$ cat config.mk
export PLATFORM = sky130hd
export DESIGN_NAME = frame_scheduler
export DESIGN_NICKNAME = d
export VERILOG_FILES = /design/src/rtl/frame_scheduler.sv
export SDC_FILE = /design/constraint.sdc
export NUM_CORES = 1
export LEC_CHECK = 0
export ABC_AREA = 1
export CORE_ASPECT_RATIO = 2
export CORE_UTILIZATION = 51
export DETAILED_ROUTE_END_ITERATION = 8
export GPL_ROUTABILITY_DRIVEN = 0
export GPL_TIMING_DRIVEN = 0
export PLACE_DENSITY = 0.8
export SYNTH_ARGS = -nofsm -noshare
export SYNTH_HDL_FRONTEND = slang
export SYNTH_SLANG_ARGS = --single-unit
export TNS_END_PERCENT = 100
$ cat constraint.sdc
create_clock -name clk -period 14.2 [get_ports clk]
set_clock_uncertainty 0.15 [all_clocks]
set_input_delay 2.13 -clock clk [delete_from_list [all_inputs] [get_ports clk]]
set_output_delay 2.13 -clock clk [all_outputs]
set_load 0.005 [all_outputs]
$ cat src/rtl/frame_scheduler.sv
// Raster-order pixel dispatcher for a pool of Julia workers: round-robin grant
// among ready, non-pending workers, then a drain phase and a one-cycle frame_done.
module frame_scheduler #(
   parameter int NUM_WORKERS = 16,
   parameter int H_RES       = 640,
   parameter int V_RES       = 480,
   parameter int COORD_W     = 10,
   parameter int CNT_W       = 19
) (
   input  logic                           clk,
   input  logic                           rst,
   input  logic                           start,
   input  logic                           abort,
   input  logic [NUM_WORKERS-1:0]         worker_ready,
   output logic [NUM_WORKERS-1:0]         worker_start,
   output logic [NUM_WORKERS*COORD_W-1:0] x_flat,
   output logic [NUM_WORKERS*COORD_W-1:0] y_flat,
   output logic                           busy,
   output logic                           frame_done,
   output logic [CNT_W-1:0]               pixels_issued
);

   localparam int PTR_W = (NUM_WORKERS > 1) ? $clog2(NUM_WORKERS) : 1;
   localparam logic [COORD_W-1:0] X_LAST    = COORD_W'(H_RES - 1);
   localparam logic [COORD_W-1:0] Y_LAST    = COORD_W'(V_RES - 1);
   localparam logic [CNT_W-1:0]   PIX_TOTAL = CNT_W'(H_RES * V_RES);
   localparam logic [PTR_W:0]     NW_EXT    = (PTR_W+1)'(NUM_WORKERS);
   localparam logic [PTR_W-1:0]   PTR_LAST  = PTR_W'(NUM_WORKERS - 1);

   typedef enum logic [1:0] {S_IDLE, S_DISPATCH, S_DRAIN, S_DONE} state_t;

   state_t                 state_q, state_d;
   logic [COORD_W-1:0]     cur_x_q, cur_x_d;
   logic [COORD_W-1:0]     cur_y_q, cur_y_d;
   logic [PTR_W-1:0]       rr_ptr_q, rr_ptr_d;
   logic [NUM_WORKERS-1:0] pend_q, pend_d;
   logic [NUM_WORKERS-1:0] start_q, start_d;
   logic [CNT_W-1:0]       issued_q, issued_d;

   logic [NUM_WORKERS-1:0] eligible;
   logic [PTR_W-1:0]       scan_idx [NUM_WORKERS];
   logic                   grant_vld;
   logic [PTR_W-1:0]       grant_idx;
   logic                   last_pixel;

   assign eligible   = worker_ready & ~pend_q;
   assign last_pixel = (cur_x_q == X_LAST) && (cur_y_q == Y_LAST);

   // scan_idx[k] is the k-th candidate in round-robin order starting at rr_ptr
   generate
      for (genvar gi = 0; gi < NUM_WORKERS; gi++) begin : g_scan
         logic [PTR_W:0] sum;
         assign sum          = {1'b0, rr_ptr_q} + (PTR_W+1)'(gi);
         assign scan_idx[gi] = (sum >= NW_EXT) ? PTR_W'(sum - NW_EXT) : PTR_W'(sum);
      end
   endgenerate

   always_comb begin
      grant_vld = 1'b0;
      grant_idx = '0;
      for (int k = 0; k < NUM_WORKERS; k++) begin
         if (!grant_vld && eligible[scan_idx[k]]) begin
            grant_vld = 1'b1;
            grant_idx = scan_idx[k];
         end
      end
   end

   always_comb begin
      state_d  = state_q;
      cur_x_d  = cur_x_q;
      cur_y_d  = cur_y_q;
      rr_ptr_d = rr_ptr_q;
      issued_d = issued_q;
      start_d  = '0;
      // A pending slot is released as soon as its worker is seen busy
      pend_d   = pend_q & worker_ready;
      if (abort) begin
         state_d = S_IDLE;
         pend_d  = '0;
      end else begin
         case (state_q)
            S_IDLE: begin
               if (start) begin
                  state_d  = S_DISPATCH;
                  cur_x_d  = '0;
                  cur_y_d  = '0;
                  issued_d = '0;
               end
            end
            S_DISPATCH: begin
               if (grant_vld) begin
                  start_d[grant_idx] = 1'b1;
                  pend_d[grant_idx]  = 1'b1;
                  rr_ptr_d = (grant_idx == PTR_LAST) ? '0 : grant_idx + 1'b1;
                  if (issued_q != PIX_TOTAL) begin
                     issued_d = issued_q + 1'b1;
                  end
                  if (last_pixel) begin
                     state_d = S_DRAIN;
                  end else if (cur_x_q == X_LAST) begin
                     cur_x_d = '0;
                     cur_y_d = cur_y_q + 1'b1;
                  end else begin
                     cur_x_d = cur_x_q + 1'b1;
                  end
               end
            end
            S_DRAIN: begin
               if ((pend_q == '0) && (&worker_ready)) begin
                  state_d = S_DONE;
               end
            end
            S_DONE:  state_d = S_IDLE;
            default: state_d = S_IDLE;
         endcase
      end
   end

   always_ff @(posedge clk or posedge rst) begin
      if (rst) begin
         state_q  <= S_IDLE;
         cur_x_q  <= '0;
         cur_y_q  <= '0;
         rr_ptr_q <= '0;
         pend_q   <= '0;
         start_q  <= '0;
         issued_q <= '0;
      end else begin
         state_q  <= state_d;
         cur_x_q  <= cur_x_d;
         cur_y_q  <= cur_y_d;
         rr_ptr_q <= rr_ptr_d;
         pend_q   <= pend_d;
         start_q  <= start_d;
         issued_q <= issued_d;
      end
   end

   // Each worker's coordinate slice is captured with its grant and held until the next one
   generate
      for (genvar gi = 0; gi < NUM_WORKERS; gi++) begin : g_slice
         logic [COORD_W-1:0] x_q;
         logic [COORD_W-1:0] y_q;
         always_ff @(posedge clk or posedge rst) begin
            if (rst) begin
               x_q <= '0;
               y_q <= '0;
            end else if (start_d[gi]) begin
               x_q <= cur_x_q;
               y_q <= cur_y_q;
            end
         end
         assign x_flat[gi*COORD_W +: COORD_W] = x_q;
         assign y_flat[gi*COORD_W +: COORD_W] = y_q;
      end
   endgenerate

   assign worker_start  = start_q;
   assign busy          = (state_q != S_IDLE);
   assign frame_done    = (state_q == S_DONE);
   assign pixels_issued = issued_q;

endmodule
==> impl_metrics.json <==
{
  "min_period_ns": 6.04,
  "netlist_top_cells_area": "dfrtp_1 (57%), nand2_1 (11%), o21ai_1 (7.7%), nand3_1 (5.1%), o21ai_0 (2.3%)",
  "path_cells": "clkdlybuf4s50_1 -> nand3_1 -> nand3_1 -> nand3_1 -> nand3_1 -> nand2_2 -> nand4_1 -> nor2_1 -> nand4_1 -> nor2_2 -> nand4_1 -> nor2_1 -> nand4_1 -> nand2_1 -> nand2_1 -> nand2_1 -> ha_1 -> inv_1 -> nor2_4 -> nand2_1 -> buf_2 -> o21ai_0",
  "first_iter_violations": 1119,
  "cts_tree": "yes",
  "top_usage_layer": "met2",
  "vias": 16000,
  "routed_wl_mm": 56.8,
  "r2r_start": "rr_ptr_q[1]",
  "layout.nets": 2396,
  "crit_path_start_kind": "input port",
  "crit_arrival_ns": 6.33,
  "rows": 95,
  "core-area_um2": 33600,
  "slowest_delay_ns": 0.49,
  "drt_pass1_iterations": 6,
  "diodes": 0,
  "ys_types": 40,
  "syn_inst": 1941,
  "syn_avg_cell_area_um2": 9.01,
  "grt_usage_pct": 32.8,
  "leakagePower_nw": 10.3,
  "cp_slowest_cell": "clkdlybuf4s50_1",
  "syn_area_um2": 17500,
  "layout-drive-gt1-share_pct": 8.73,
  "clk_pin_slew_ns": 0.07,
  "fmax_ghz": 0.166,
  "synth_nets": 1980,
  "final_util_pct": 68.5,
  "hold_viol": 0,
  "cap_violations": 0,
  "die_w_um": 133,
  "area_growth_pct": 31.7,
  "ir_drop_mv": 0.147,
  "postCtsHoldBufs": 0,
  "cts.htree.levels": 2,
  "grt_pass1_vias": 16300,
  "powerDensity_nw_per_um2": 210,
  "min_to": "g_slice[6].x_q[7]",
  "grt_remaining_overflow": 0,
  "hold_path_class": "flip-flop to flip-flop",
  "r2r-end": "g_slice[3].y_q[5]",
  "antenna_found_initial": 0,
  "met3_usage_pct": 5.78,
  "r2r_cells": 24,
  "dieArea_um2": 35100,
  "start_util_pct": 52.0,
  "rrSetupSlack_ns": 8.61,
  "finalCritPeriodShare_pct": 42.5,
  "critPathCaptureType": "flip-flop",
  "met1_usage_pct": 35.1,
  "root_buffer": "clkbuf_16",
  "slew_headroom_pct": 45.6,
  "synth_warnings": 0,
  "cts.sinks": 397,
  "clk_latency_ns": 0.54,
  "worstMarginPinSlew_ns": 0.816,
  "outcome": "complete, no violations",
  "cts.repair.resized": 0,
  "viasPerCell": 5.68,
  "whs_ns": 0.340,
  "synth-seq-cells": 397,
  "path_max_fanout": 10,
  "synth_largest_area_cell": "dfrtp_1",
  "dpl.hpwl_mm": 41.8,
  "rsz0062_at_grt": "false",
  "post_cts_buffers": 0,
  "cp.required_ns": 14.49,
  "antenna_left": 0,
  "io_buffer_count": 376,
  "crit_type": "input port to flip-flop",
  "synth_top_cell_area_share_pct": 56.8,
  "ios": 377,
  "grt_util_met2_pct": 58.5,
  "route.detailed.drc": 0,
  "grt_pass1_wl_mm": 88.7,
  "worstHoldPathCells": 2,
  "cts_buffer_depth": 3,
  "wl_per_cell_um": 20.1,
  "grt_max_degree": 129,
  "die_h_um": 264,
  "cts_made_buffers": 35,
  "ys_seq_area_share_pct": 56.8,
  "min-delay-start": "g_slice[6].x_q[7]",
  "slew_violations": 0,
  "setup_violations": 0
}
-- worst max-delay path, delay by kind of cell --
family,cells,cell delay [ns]
buffers and inverters,3,0.86
AND/OR/NAND/NOR,17,2.92
AO/OA/AOI/OAI,1,0.19
adder cells (fa/ha/maj),1,0.23
-- report_power, final --
part	internal [mW]	switching, mW	total (mW)
logic	0.897	1.43	2.33
clock network	0.530	0.424	0.954
registers	1.39	0.167	1.56
total	2.82	2.02	4.84
-- sequential cells by signal (all words and copies together) (netlist names) --
name           cells
cur_x_q           10
cur_y_q           10
pend_q            16
worker_start      16
g_slice.y_q      160
g_slice.x_q      160
state_q            2
rr_ptr_q           4
pixels_issued     19
-- layout by cell type (no fill, tap or decap), types with 6 or more instances in the layout --
cell type and instances:
buf_2 48, inv_2 25, nand3_2 6, clkbuf_8 8, nand2_2 10, dfrtp_1 397, inv_1 97, xor2_1 22
o21ai_1 270, a21oi_1 12, o31ai_1 7, nor3_1 25, ha_1 19, nand2_1 519, clkdlybuf4s50_1 376, nor2_1 74
nand3_1 179, nor4_1 10, nand2_4 8, clkbuf_1 40, o21ai_0 81, clkinv_2 7, clkbuf_16 36, buf_6 26
nand4_1 29, xnor2_1 6
-- cells in the mapped netlist --
cell and number:
ha_1 19, nor4_1 10, inv_4 2, nor2_8 3, xnor2_1 6, o31ai_1 7
o21ai_1 270, buf_2 48, nor2_2 5, xnor2_2 1, a21oi_1 12, inv_1 98
clkinv_1 5, o2bb2ai_1 1, nand2_2 10, nor2_1 74, o22ai_1 2, inv_2 25
dfrtp_1 397, nand4_4 2, nand3_4 2, nand3_1 179, nand4_1 29, o21ai_2 2
nor3_1 25, nand3b_1 1, nand2_1 519, xor2_4 1, nor2_4 5, o21bai_1 1
o21ai_0 81, xor2_2 1, buf_1 1, buf_6 26, nand3_2 6, buf_4 1
clkbuf_1 33, nor3b_1 1, nand2_4 8, xor2_1 22
-- logic make-up (layout without fill, tap and decap cells) --
| kind of cell | Yosys count | in the layout | share of synthesized area (%) |
|---|---|---|---|
| and+or+nand+nor | 879 | 879 | 22.5 |
| xor gates and xnor gates | 31 | 31 | 1.74 |
| adders and majority gates | 19 | 19 | 1.36 |
| DFF | 397 | 397 | 56.8 |
| buffers and inverters | 239 | 681 | 6.64 |
| AOI/OAI and AO/OA | 376 | 376 | 10.9 |
-- how the worst max path moves through the flow --
stage | from | end | slack [ns] | depth (start not counted)
after detailed placement | worker_ready[12] | g_slice[3].y_q[2] | 7.74 | 20
after global routing | worker_ready[6] | g_slice[3].y_q[1] | 7.77 | 23
after CTS | worker_ready[12] | g_slice[3].y_q[5] | 8.28 | 20
after global placement | rst | g_slice[11].y_q[0] | -3.00 | 2
after floorplan | rst | cur_x_q[0] | 0.88 | 1
final | worker_ready[6] | g_slice[3].y_q[5] | 8.16 | 22
-- layer usage --
layer,part of all wire (%),routed length [µm],vias up
met5,0,0,-
met4,7.3,4120,0
met3,6.7,3820,253
met2,52,29500,794
met1,34,19400,7751
li1,-,-,7223
-- layout make-up --
class,count,area (µm²)
fill,2624,10600
tap,436,546
clock inverter,12,106
clock buffer,51,1040
buffer,109,668
inverter,130,500
sequential,397,9930
multi-input combinational,1305,6400
timing repair buffer,379,3850
-- through the flow --
step	power [mW]	instance area, µm²	setup TNS, ns	setup slack [ns]	std cells
2_1_floorplan	2.87	17500	0	0.881	1941
3_3_place_gp	3.79	21800	-1160.06	-3.00	2753
3_5_place_dp	3.85	21900	0	7.74	2756
4_1_cts	4.82	23000	0	8.28	2819
5_1_grt	5.12	23000	0	7.77	2819
6_report	4.84	23000	0	8.16	2819
Power figures use the tool's default switching activity.
